### src/rtl/console_input_pkg.sv
// Shared peripheral constants for the console input device.
//   - Address window of the device in the peripheral map (decoded upstream).
//   - Serial timing derived from the system clock and the console baud rate.
//   - Register word offsets and the helper that packs the STATUS word.
package console_input_pkg;

  localparam logic [31:0] console_base_addr = 32'h0100_0008;
  localparam logic [31:0] console_top_addr  = 32'h0100_0010;

  localparam int unsigned clk_freq  = 1_000_000_000;
  localparam int unsigned baud_rate = 1_152_000;
  localparam int unsigned console_clks_per_bit = clk_freq / baud_rate;

  // Register word offsets, taken from mem_addr[3:2]
  typedef enum logic [1:0] {
    REG_DATA   = 2'd0,
    REG_STATUS = 2'd1,
    REG_RSVD0  = 2'd2,
    REG_RSVD1  = 2'd3
  } reg_off_t;

  localparam logic [31:0] DATA_EMPTY_WORD = 32'h8000_0000;

  function automatic logic [31:0] pack_status(input logic       overrun,
                                              input logic       frame_err,
                                              input logic       irq_en,
                                              input logic [7:0] count);
    return {16'h0000, count, 5'b00000, irq_en, frame_err, overrun};
  endfunction

endpackage

### src/rtl/console_rx_fifo.sv
// Synchronous byte FIFO for received console characters.
// Ports:
//   i_clk, i_rst_n        clock, synchronous active-low reset
//   i_push, i_push_data   write request and byte
//   i_pop                 read request (ignored when empty)
//   o_head                byte at the read pointer (valid when not empty)
//   o_full, o_empty       occupancy flags
//   o_count               number of stored entries
//   o_overflow            a push was dropped because the FIFO was full
module console_rx_fifo #(
  parameter int DEPTH = 16
) (
  input  logic                     i_clk,
  input  logic                     i_rst_n,
  input  logic                     i_push,
  input  logic [7:0]               i_push_data,
  input  logic                     i_pop,
  output logic [7:0]               o_head,
  output logic                     o_full,
  output logic                     o_empty,
  output logic [$clog2(DEPTH):0]   o_count,
  output logic                     o_overflow
);

  localparam int AW = $clog2(DEPTH);

  logic [7:0]  r_mem [DEPTH];
  logic [AW:0] r_wptr;
  logic [AW:0] r_rptr;
  logic        w_do_push;
  logic        w_do_pop;

  // Extra pointer bit distinguishes full from empty; subtraction wraps naturally.
  assign o_count = r_wptr - r_rptr;
  assign o_empty = (r_wptr == r_rptr);
  assign o_full  = (o_count == (AW+1)'(DEPTH));
  assign o_head  = r_mem[r_rptr[AW-1:0]];

  assign w_do_pop   = i_pop & ~o_empty;
  // A pop in the same cycle frees the slot the push needs.
  assign w_do_push  = i_push & (~o_full | w_do_pop);
  assign o_overflow = i_push & o_full & ~w_do_pop;

  always_ff @(posedge i_clk) begin
    if (!i_rst_n) begin
      r_wptr <= '0;
      r_rptr <= '0;
    end else begin
      if (w_do_push) r_wptr <= r_wptr + 1'b1;
      if (w_do_pop)  r_rptr <= r_rptr + 1'b1;
    end
  end

  always_ff @(posedge i_clk) begin
    if (w_do_push) r_mem[r_wptr[AW-1:0]] <= i_push_data;
  end

endmodule

### src/rtl/console_input.sv
// Memory-mapped console input: 8N1 serial receiver feeding a byte FIFO,
// read by the core over the mem_* responder handshake.
// Ports:
//   reset, clock     synchronous active-low reset, system clock
//   mem_valid        request strobe, held until mem_ready
//   mem_instr        instruction fetch flag (handled as a read)
//   mem_addr         byte address; only [3:2] is decoded (window decoded upstream)
//   mem_wdata        write data
//   mem_wstrb        byte strobes; zero means read
//   mem_rdata        read data, valid with mem_ready
//   mem_ready        one-cycle response pulse, one cycle after acceptance
//   rx               serial input, idle high, asynchronous
//   irq              level interrupt: FIFO non-empty and irq enabled
// Registers (word offset): 0 DATA, 1 STATUS, 2/3 reserved (read 0).
module console_input
  import console_input_pkg::*;
#(
  parameter int clks_per_bit = console_clks_per_bit,
  parameter int buffer_depth = 16
) (
  input  logic        reset,
  input  logic        clock,
  input  logic        mem_valid,
  input  logic        mem_instr,
  input  logic [31:0] mem_addr,
  input  logic [31:0] mem_wdata,
  input  logic [3:0]  mem_wstrb,
  output logic [31:0] mem_rdata,
  output logic        mem_ready,
  input  logic        rx,
  output logic        irq
);

  localparam int CW = $clog2(clks_per_bit);
  localparam int AW = $clog2(buffer_depth);
  localparam logic [CW-1:0] HALF_M1 = CW'(clks_per_bit / 2 - 1);
  localparam logic [CW-1:0] FULL_M1 = CW'(clks_per_bit - 1);

  typedef enum logic [1:0] {
    ST_IDLE,
    ST_START,
    ST_DATA,
    ST_STOP
  } rx_state_t;

  // Receiver
  logic          r_rx_meta;
  logic          r_rx_sync;
  logic          r_rx_prev;
  rx_state_t     r_state;
  rx_state_t     w_state_next;
  logic [CW-1:0] r_cnt;
  logic [CW-1:0] w_cnt_next;
  logic [2:0]    r_bits;
  logic [2:0]    w_bits_next;
  logic [7:0]    r_shift;
  logic [7:0]    w_shift_next;
  logic          w_cnt_zero;
  logic          w_push;
  logic          w_frame_set;

  // FIFO
  logic [7:0]    w_head;
  logic          w_full;
  logic          w_empty;
  logic [AW:0]   w_count;
  logic          w_overflow;

  // Bus and status
  logic          w_accept;
  logic          w_is_read;
  reg_off_t      w_off;
  logic          w_pop;
  logic          w_status_wr;
  logic [31:0]   w_rdata;
  logic          r_ready;
  logic [31:0]   r_rdata;
  logic          r_overrun;
  logic          r_frame_err;
  logic          r_irq_en;
  logic          r_irq;
  logic          w_unused_bits;

  // ---- rx synchroniser and edge history; reset to idle-high ----
  always_ff @(posedge clock) begin
    if (!reset) begin
      r_rx_meta <= 1'b1;
      r_rx_sync <= 1'b1;
      r_rx_prev <= 1'b1;
    end else begin
      r_rx_meta <= rx;
      r_rx_sync <= r_rx_meta;
      r_rx_prev <= r_rx_sync;
    end
  end

  assign w_cnt_zero = (r_cnt == '0);

  // ---- RX FSM state register ----
  always_ff @(posedge clock) begin
    if (!reset) begin
      r_state <= ST_IDLE;
      r_cnt   <= '0;
      r_bits  <= '0;
    end else begin
      r_state <= w_state_next;
      r_cnt   <= w_cnt_next;
      r_bits  <= w_bits_next;
    end
  end

  always_ff @(posedge clock) begin
    r_shift <= w_shift_next;
  end

  // ---- RX FSM next state; counter reload points land mid-bit ----
  always_comb begin
    w_state_next = r_state;
    w_cnt_next   = r_cnt;
    w_bits_next  = r_bits;
    w_shift_next = r_shift;
    w_push       = 1'b0;
    w_frame_set  = 1'b0;
    case (r_state)
      ST_IDLE: begin
        if (r_rx_prev && !r_rx_sync) begin
          w_cnt_next   = HALF_M1;
          w_state_next = ST_START;
        end
      end
      ST_START: begin
        if (w_cnt_zero) begin
          if (!r_rx_sync) begin
            w_cnt_next   = FULL_M1;
            w_bits_next  = '0;
            w_state_next = ST_DATA;
          end else begin
            // Line went back high before mid start bit: glitch.
            w_state_next = ST_IDLE;
          end
        end else begin
          w_cnt_next = r_cnt - CW'(1);
        end
      end
      ST_DATA: begin
        if (w_cnt_zero) begin
          w_shift_next = {r_rx_sync, r_shift[7:1]};
          w_bits_next  = r_bits + 3'd1;
          w_cnt_next   = FULL_M1;
          if (r_bits == 3'd7) w_state_next = ST_STOP;
        end else begin
          w_cnt_next = r_cnt - CW'(1);
        end
      end
      ST_STOP: begin
        if (w_cnt_zero) begin
          if (r_rx_sync) w_push      = 1'b1;
          else           w_frame_set = 1'b1;
          w_state_next = ST_IDLE;
        end else begin
          w_cnt_next = r_cnt - CW'(1);
        end
      end
      default: w_state_next = ST_IDLE;
    endcase
  end

  console_rx_fifo #(
    .DEPTH(buffer_depth)
  ) u_fifo (
    .i_clk       (clock),
    .i_rst_n     (reset),
    .i_push      (w_push),
    .i_push_data (r_shift),
    .i_pop       (w_pop),
    .o_head      (w_head),
    .o_full      (w_full),
    .o_empty     (w_empty),
    .o_count     (w_count),
    .o_overflow  (w_overflow)
  );

  // ---- bus decode; no acceptance during the response cycle ----
  assign w_accept    = mem_valid & ~r_ready;
  assign w_is_read   = mem_instr | (mem_wstrb == 4'b0000);
  assign w_off       = reg_off_t'(mem_addr[3:2]);
  assign w_pop       = w_accept & w_is_read & (w_off == REG_DATA) & ~w_empty;
  assign w_status_wr = w_accept & ~w_is_read & (w_off == REG_STATUS) & mem_wstrb[0];

  // Status reflects pre-edge state, so a same-cycle push is not yet counted.
  always_comb begin
    w_rdata = '0;
    if (w_accept && w_is_read) begin
      case (w_off)
        REG_DATA:   w_rdata = w_empty ? DATA_EMPTY_WORD : {24'h0, w_head};
        REG_STATUS: w_rdata = pack_status(r_overrun, r_frame_err, r_irq_en, 8'(w_count));
        default:    w_rdata = '0;
      endcase
    end
  end

  // ---- response and status registers ----
  always_ff @(posedge clock) begin
    if (!reset) begin
      r_ready     <= 1'b0;
      r_rdata     <= '0;
      r_overrun   <= 1'b0;
      r_frame_err <= 1'b0;
      r_irq_en    <= 1'b0;
      r_irq       <= 1'b0;
    end else begin
      r_ready     <= w_accept;
      r_rdata     <= w_rdata;
      // Set terms OR'd last so a new event wins over a same-cycle clear.
      r_overrun   <= (r_overrun   & ~(w_status_wr & mem_wdata[0])) | w_overflow;
      r_frame_err <= (r_frame_err & ~(w_status_wr & mem_wdata[1])) | w_frame_set;
      r_irq_en    <= r_irq_en | (w_status_wr & mem_wdata[2]);
      r_irq       <= r_irq_en & ~w_empty;
    end
  end

  assign mem_ready = r_ready;
  assign mem_rdata = r_rdata;
  assign irq       = r_irq;

  assign w_unused_bits = ^{mem_addr[31:4], mem_addr[1:0], mem_wdata[31:3],
                           mem_wstrb[3:1], w_full};

endmodule

### config.mk
export PLATFORM = sky130hd
export DESIGN_NAME = console_input
export DESIGN_NICKNAME = d
export VERILOG_FILES = /design/src/rtl/console_input_pkg.sv /design/src/rtl/console_rx_fifo.sv /design/src/rtl/console_input.sv
export SDC_FILE = /design/constraint.sdc
export NUM_CORES = 1
export LEC_CHECK = 0
export ABC_AREA = 1
export CAP_MARGIN = 20
export CORE_ASPECT_RATIO = 0.6
export CORE_UTILIZATION = 55
export DETAILED_ROUTE_END_ITERATION = 10
export PLACE_DENSITY = 0.79
export SLEW_MARGIN = 5
export SYNTH_ARGS = -nofsm -noshare
export SYNTH_HDL_FRONTEND = slang
export SYNTH_HIERARCHICAL = 1
export SYNTH_SLANG_ARGS = --single-unit
### constraint.sdc
create_clock -name clock -period 4.1 [get_ports clock]
set_input_delay 0.41 -clock clock [delete_from_list [all_inputs] [get_ports clock]]
set_output_delay 0.41 -clock clock [all_outputs]
set_load 0.05 [all_outputs]
==> results of run 1 <==
stage by stage:
step	setup slack (ps)	instance area [µm²]	hold slack, ps	total power, mW
after global routing	158	9380	452	4.80
after floorplan	1020	8350	393	2.75
final	464	9380	427	4.62
after CTS	498	9350	428	4.62
after global placement	736	8710	409	2.85
after detailed placement	567	8710	405	2.88
flip-flops by register name (all words and copies together) (netlist names), named ones only:
name,flops
r_rx_sync,1
u_fifo/r_rptr,5
u_fifo/r_mem,128
u_fifo/r_wptr,5
r_rx_prev,1
r_irq_en,1
r_overrun,1
r_cnt,10
mem_rdata,14
r_rx_meta,1
r_frame_err,1
r_bits,3
r_state,1
mem_ready,1
r_shift,8
irq,1
power by group:
part           internal [mW]  switching [mW]  total [mW]
logic                  0.230           0.493       0.722
clock network           1.03           0.732        1.76
registers               2.07          0.0676        2.14
total                   3.33            1.29        4.62
cell usage in the layout, fill, tap and decap left out, types with 5 or more instances in the layout:
| cell | instances |
|---|---|
| nand2_2 | 7 |
| nand2_1 | 93 |
| nand3_1 | 31 |
| clkbuf_16 | 17 |
| nor2_1 | 57 |
| edfxtp_1 | 136 |
| dfxtp_1 | 50 |
| o21ai_0 | 56 |
| o211ai_1 | 33 |
| buf_4 | 14 |
| inv_1 | 87 |
| nand4_1 | 5 |
| clkdlybuf4s50_1 | 29 |
| a21oi_1 | 51 |
| nor3_1 | 18 |
| ha_1 | 18 |
| conb_1 | 18 |
| mux2i_1 | 32 |
layer usage:
metal,wire length [µm],global-route usage,vias to the layer above
met2,8100,0.350,246
met4,172,0.0586,0
met3,1440,0.0546,19
met1,8450,0.363,2698
met5,0,0,-
li1,-,-,2661
final cells by class:
type	instances	share of cell area
multi-input combinational	454	0.279
clock inverter	15	0.0223
inverter	92	0.0368
tap	198	0.0264
timing repair buffer	44	0.0451
sequential	187	0.545
clock buffer	17	0.0454
final timing paths:
kind,endpoint,from,cells after the start,slack [ps]
setup / recovery,u_fifo/r_mem[15][6],u_fifo/r_wptr[0],13,460
hold / removal,r_rx_sync,r_rx_meta,1,430
setup reg to reg,u_fifo/r_mem[15][6],u_fifo/r_wptr[0],13,460
hold reg to reg,r_rx_sync,r_rx_meta,1,430
worst max-delay path, stage by stage (launching register included):
cell and delay [ps]:
dfxtp_1 410, inv_1 150, ha_1 340, nand2_1 80, nor2_1 50, nand2_2 90, inv_1 70, nor3_1 390
nand3_1 300, inv_1 200, nand2_4 110, nand4_4 190, nand2_4 180, nor2_1 670
==> results.json, run 1 <==
{
  "hold_viol_final": 0,
  "cts_root_buffer": "clkbuf_16",
  "slew-limit-headroom": 0.300,
  "die_y_um": 97.1,
  "core_um2": 14600,
  "ys_warn_count": 6,
  "grt_setup_unrepaired": "false",
  "finalCriticalPeriod_ps": 3640,
  "grt_antenna_before_repair": 0,
  "clockBufferDepth": 2,
  "cp.arrival_ps": 3690,
  "final_util": 0.643,
  "fin_worst_skew_ps": 15.6,
  "grt_max_degree": 97,
  "grt_usage": 0.240,
  "maxCapViolCount": 0,
  "overflow": 0,
  "mappedNetlistArea_um2": 8280,
  "gp_congestion": 0.890,
  "grt_pass1_vias": 5152,
  "avgSynthCellArea_um2": 10.9,
  "worstSetupPathType": "reg -> reg",
  "finalCritPeriodShare": 0.887,
  "outcome": "finished clean",
  "n_fill_cell": 1082,
  "start_util": 0.568,
  "drc": 0,
  "cts_made_buffers": 17,
  "hold_buffers": 0,
  "multi_input_area_um2": 2620,
  "netlist_instances": 761,
  "endpoint_kind": "flip-flop",
  "wl_per_cell_um": 18.0,
  "cp-start-kind": "flip-flop",
  "viasPerCell": 5.58,
  "drive_above_1_share": 0.0939,
  "die_x_um": 160,
  "slew_violations": 0,
  "antennaDiodeCount": 0,
  "cts_tree": "yes",
  "ir_worst_vdd_mv": 0.308,
  "cts_resized": 0,
  "layout.nets": 888,
  "ios": 107,
  "ant_nets": 0,
  "portBuffers": 29,
  "rows": 34,
  "area_growth_pct": 13.2,
  "placed_cells": 974,
  "cts_setup_buffers": 0,
  "cts.clk_slew.worst_paths_ps": 80,
  "place.detailed.hpwl_um": 12000,
  "drtIter0Drc": 642,
  "via_count": 5624,
  "cts.sinks": 187,
  "setup_violations": 0,
  "min_path_type": "reg -> reg",
  "final.setup.tns_ps": 0,
  "firstDrtPassIters": 5,
  "totalWireLength_um": 18200,
  "grt_pass1_wl_um": 28000,
  "htree_num_levels": 4,
  "finalNonFillerCells": 1007,
  "clkLatencyLatePin_ps": 430,
  "max_freq_mhz": 275,
  "cp.required_ps": 4150,
  "p_per_area_nw_per_um2": 493,
  "cp_max_fo": 18,
  "p_leak_nw": 3.44,
  "dieArea_um2": 15600,
  "layout.area.seq_um2": 5110,
  "worstMarginPinSlew_ps": 1050
}
No activity file was read; power rests on OpenSTA's default activity.
==> run 2, diff against run 1 <==
--- a/config.mk
+++ b/config.mk
@@ -7,10 +7,12 @@
 export LEC_CHECK = 0
 export ABC_AREA = 1
 export CAP_MARGIN = 20
+export CELL_PAD_IN_SITES_DETAIL_PLACEMENT = 1
+export CELL_PAD_IN_SITES_GLOBAL_PLACEMENT = 2
 export CORE_ASPECT_RATIO = 0.6
-export CORE_UTILIZATION = 55
+export CORE_UTILIZATION = 36
 export DETAILED_ROUTE_END_ITERATION = 10
-export PLACE_DENSITY = 0.79
+export PLACE_DENSITY_LB_ADDON = 0.1
 export SLEW_MARGIN = 5
 export SYNTH_ARGS = -nofsm -noshare
 export SYNTH_HDL_FRONTEND = slang
==> run 2 against run 1 <==
  * Non-clock buffer count rose by 7
  * Critical path depth is 1 higher
  * Register-to-register slack improved by 130 ps
  * Clock power down 11%
  * Via count decreased by 2.3%
  * Core utilization shrank 22 points
  * Hold slack lost 8.9 ps
  * Clock skew decreased by 4.8 ps
  * First-iteration DRC count decreased by 59%
  * Count of clock-buffer cells in the layout is the same
  * Critical path type unchanged
  * Wire length increased by 18%
  * Largest cell class unchanged
==> results.json, run 2 (synthesis results as in run 1) <==
{
  "setup_violations": 0,
  "drive_above_1_share": 0.102,
  "finalCritPeriodShare": 0.855,
  "via_count": 5493,
  "rows": 42,
  "die_y_um": 119,
  "cts_resized": 0,
  "crit_buf_inv": 4,
  "setup_ws_ps": 593,
  "overflow": 0,
  "grt_antenna_before_repair": 0,
  "dieArea_um2": 23600,
  "core_um2": 22300,
  "use_met2": 0.268,
  "htree_num_levels": 4,
  "largest_reg_flops": 128,
  "cp_slowest_stage_delay_ps": 430,
  "area_growth_pct": 14.5,
  "cts_made_buffers": 17,
  "finalNonFillerCells": 1124,
  "cts_root_buffer": "clkbuf_16",
  "worstSetupPathType": "reg -> reg",
  "worstMarginPinSlew_ps": 737,
  "grt-busiest-layer": "met1",
  "ir_worst_vdd_mv": 0.306,
  "firstDrtPassIters": 4,
  "cts.clk_slew.worst_paths_ps": 70,
  "placed_area_um2": 8930,
  "start_util": 0.372,
  "layout.nets": 895,
  "clkLatencyLatePin_ps": 440,
  "mostFrequentLayoutCell": "edfxtp_1",
  "portBuffers": 29,
  "finalCriticalPeriod_ps": 3510,
  "ant_nets": 0,
  "placed_cells": 1092,
  "cp-start-kind": "flip-flop",
  "grt_max_degree": 35,
  "grt_usage": 0.194,
  "final_util": 0.426,
  "hold_viol_final": 0,
  "finalPower_mw": 4.45,
  "use_met1": 0.300,
  "ios": 107,
  "place.detailed.hpwl_um": 14900,
  "cp_max_fo": 18,
  "max_freq_mhz": 285,
  "outcome": "finished clean",
  "wl_per_cell_um": 19.0,
  "critPathMostFrequentCell": "inv_1",
  "crit_chain": "inv_1 -> ha_1 -> nand2_1 -> nor2_1 -> nand2_2 -> inv_1 -> nor3_1 -> nand3_1 -> inv_1 -> nand2_4 -> nand4_4 -> nand2_4 -> nor3_1 -> buf_4",
  "endpoint_kind": "flip-flop",
  "place_ws_ps": 582,
  "fin_worst_skew_ps": 10.8,
  "final_cell_mix": "136 x edfxtp_1, 93 x nand2_1, 87 x inv_1, 57 x nor2_1, 56 x o21ai_0",
  "cp.arrival_ps": 3650,
  "totalWireLength_um": 21400,
  "grt_pass1_vias": 5608,
  "clockBufferDepth": 2,
  "grt_setup_unrepaired": "false",
  "slew-limit-headroom": 0.509,
  "finalInstanceArea_um2": 9480,
  "viasPerCell": 4.89,
  "final.setup.tns_ps": 0,
  "cts.sinks": 187,
  "cts_tree": "yes",
  "min_path_type": "reg -> reg",
  "antennaDiodeCount": 0,
  "gp_congestion": 0.769,
  "die_x_um": 198,
  "grt_pass1_wl_um": 33100,
  "hold_buffers": 0,
  "cts_setup_buffers": 0,
  "drc": 0,
  "use_met3": 0.0363,
  "critPathTopFamily": "simple AND/OR/NAND/NOR gates",
  "maxCapViolCount": 0,
  "drtIter0Drc": 263,
  "cp_slowest_cell": "nor3_1",
  "cp.required_ps": 4240,
  "slew_violations": 0,
  "p_leak_nw": 3.46,
  "holdWs_ps": 418,
  "p_per_area_nw_per_um2": 470
}
==> run 2: where the power goes <==
| part | switching, mW | internal (mW) |
|---|---|---|
| clock | 0.732 | 0.834 |
| combinational | 0.524 | 0.230 |
| sequential | 0.0670 | 2.07 |
| total | 1.32 | 3.13 |
==> run 2: cell type report <==
cell class,instances,area [µm²]
timing repair buffer,51,475
tap,308,385
clock buffer,17,425
inverter,92,345
multi-input combinational,454,2620
clock inverter,15,124
sequential,187,5110
fill,2457,12800
==> run 2: metal layers <==
metal / part of all wire / wire, µm
met5: 0 / 0
met4: 0.012 / 256
met3: 0.028 / 599
met2: 0.41 / 8740
met1: 0.55 / 11800
==> run 2: final timing paths <==
kind | from | slack [ps] | endpoint | depth (start not counted)
max | u_fifo/r_wptr[0] | 590 | u_fifo/r_mem[2][6] | 14
min | r_rx_meta | 420 | r_rx_sync | 1
max reg2reg | u_fifo/r_wptr[0] | 590 | u_fifo/r_mem[2][6] | 14
min reg2reg | r_rx_meta | 420 | r_rx_sync | 1
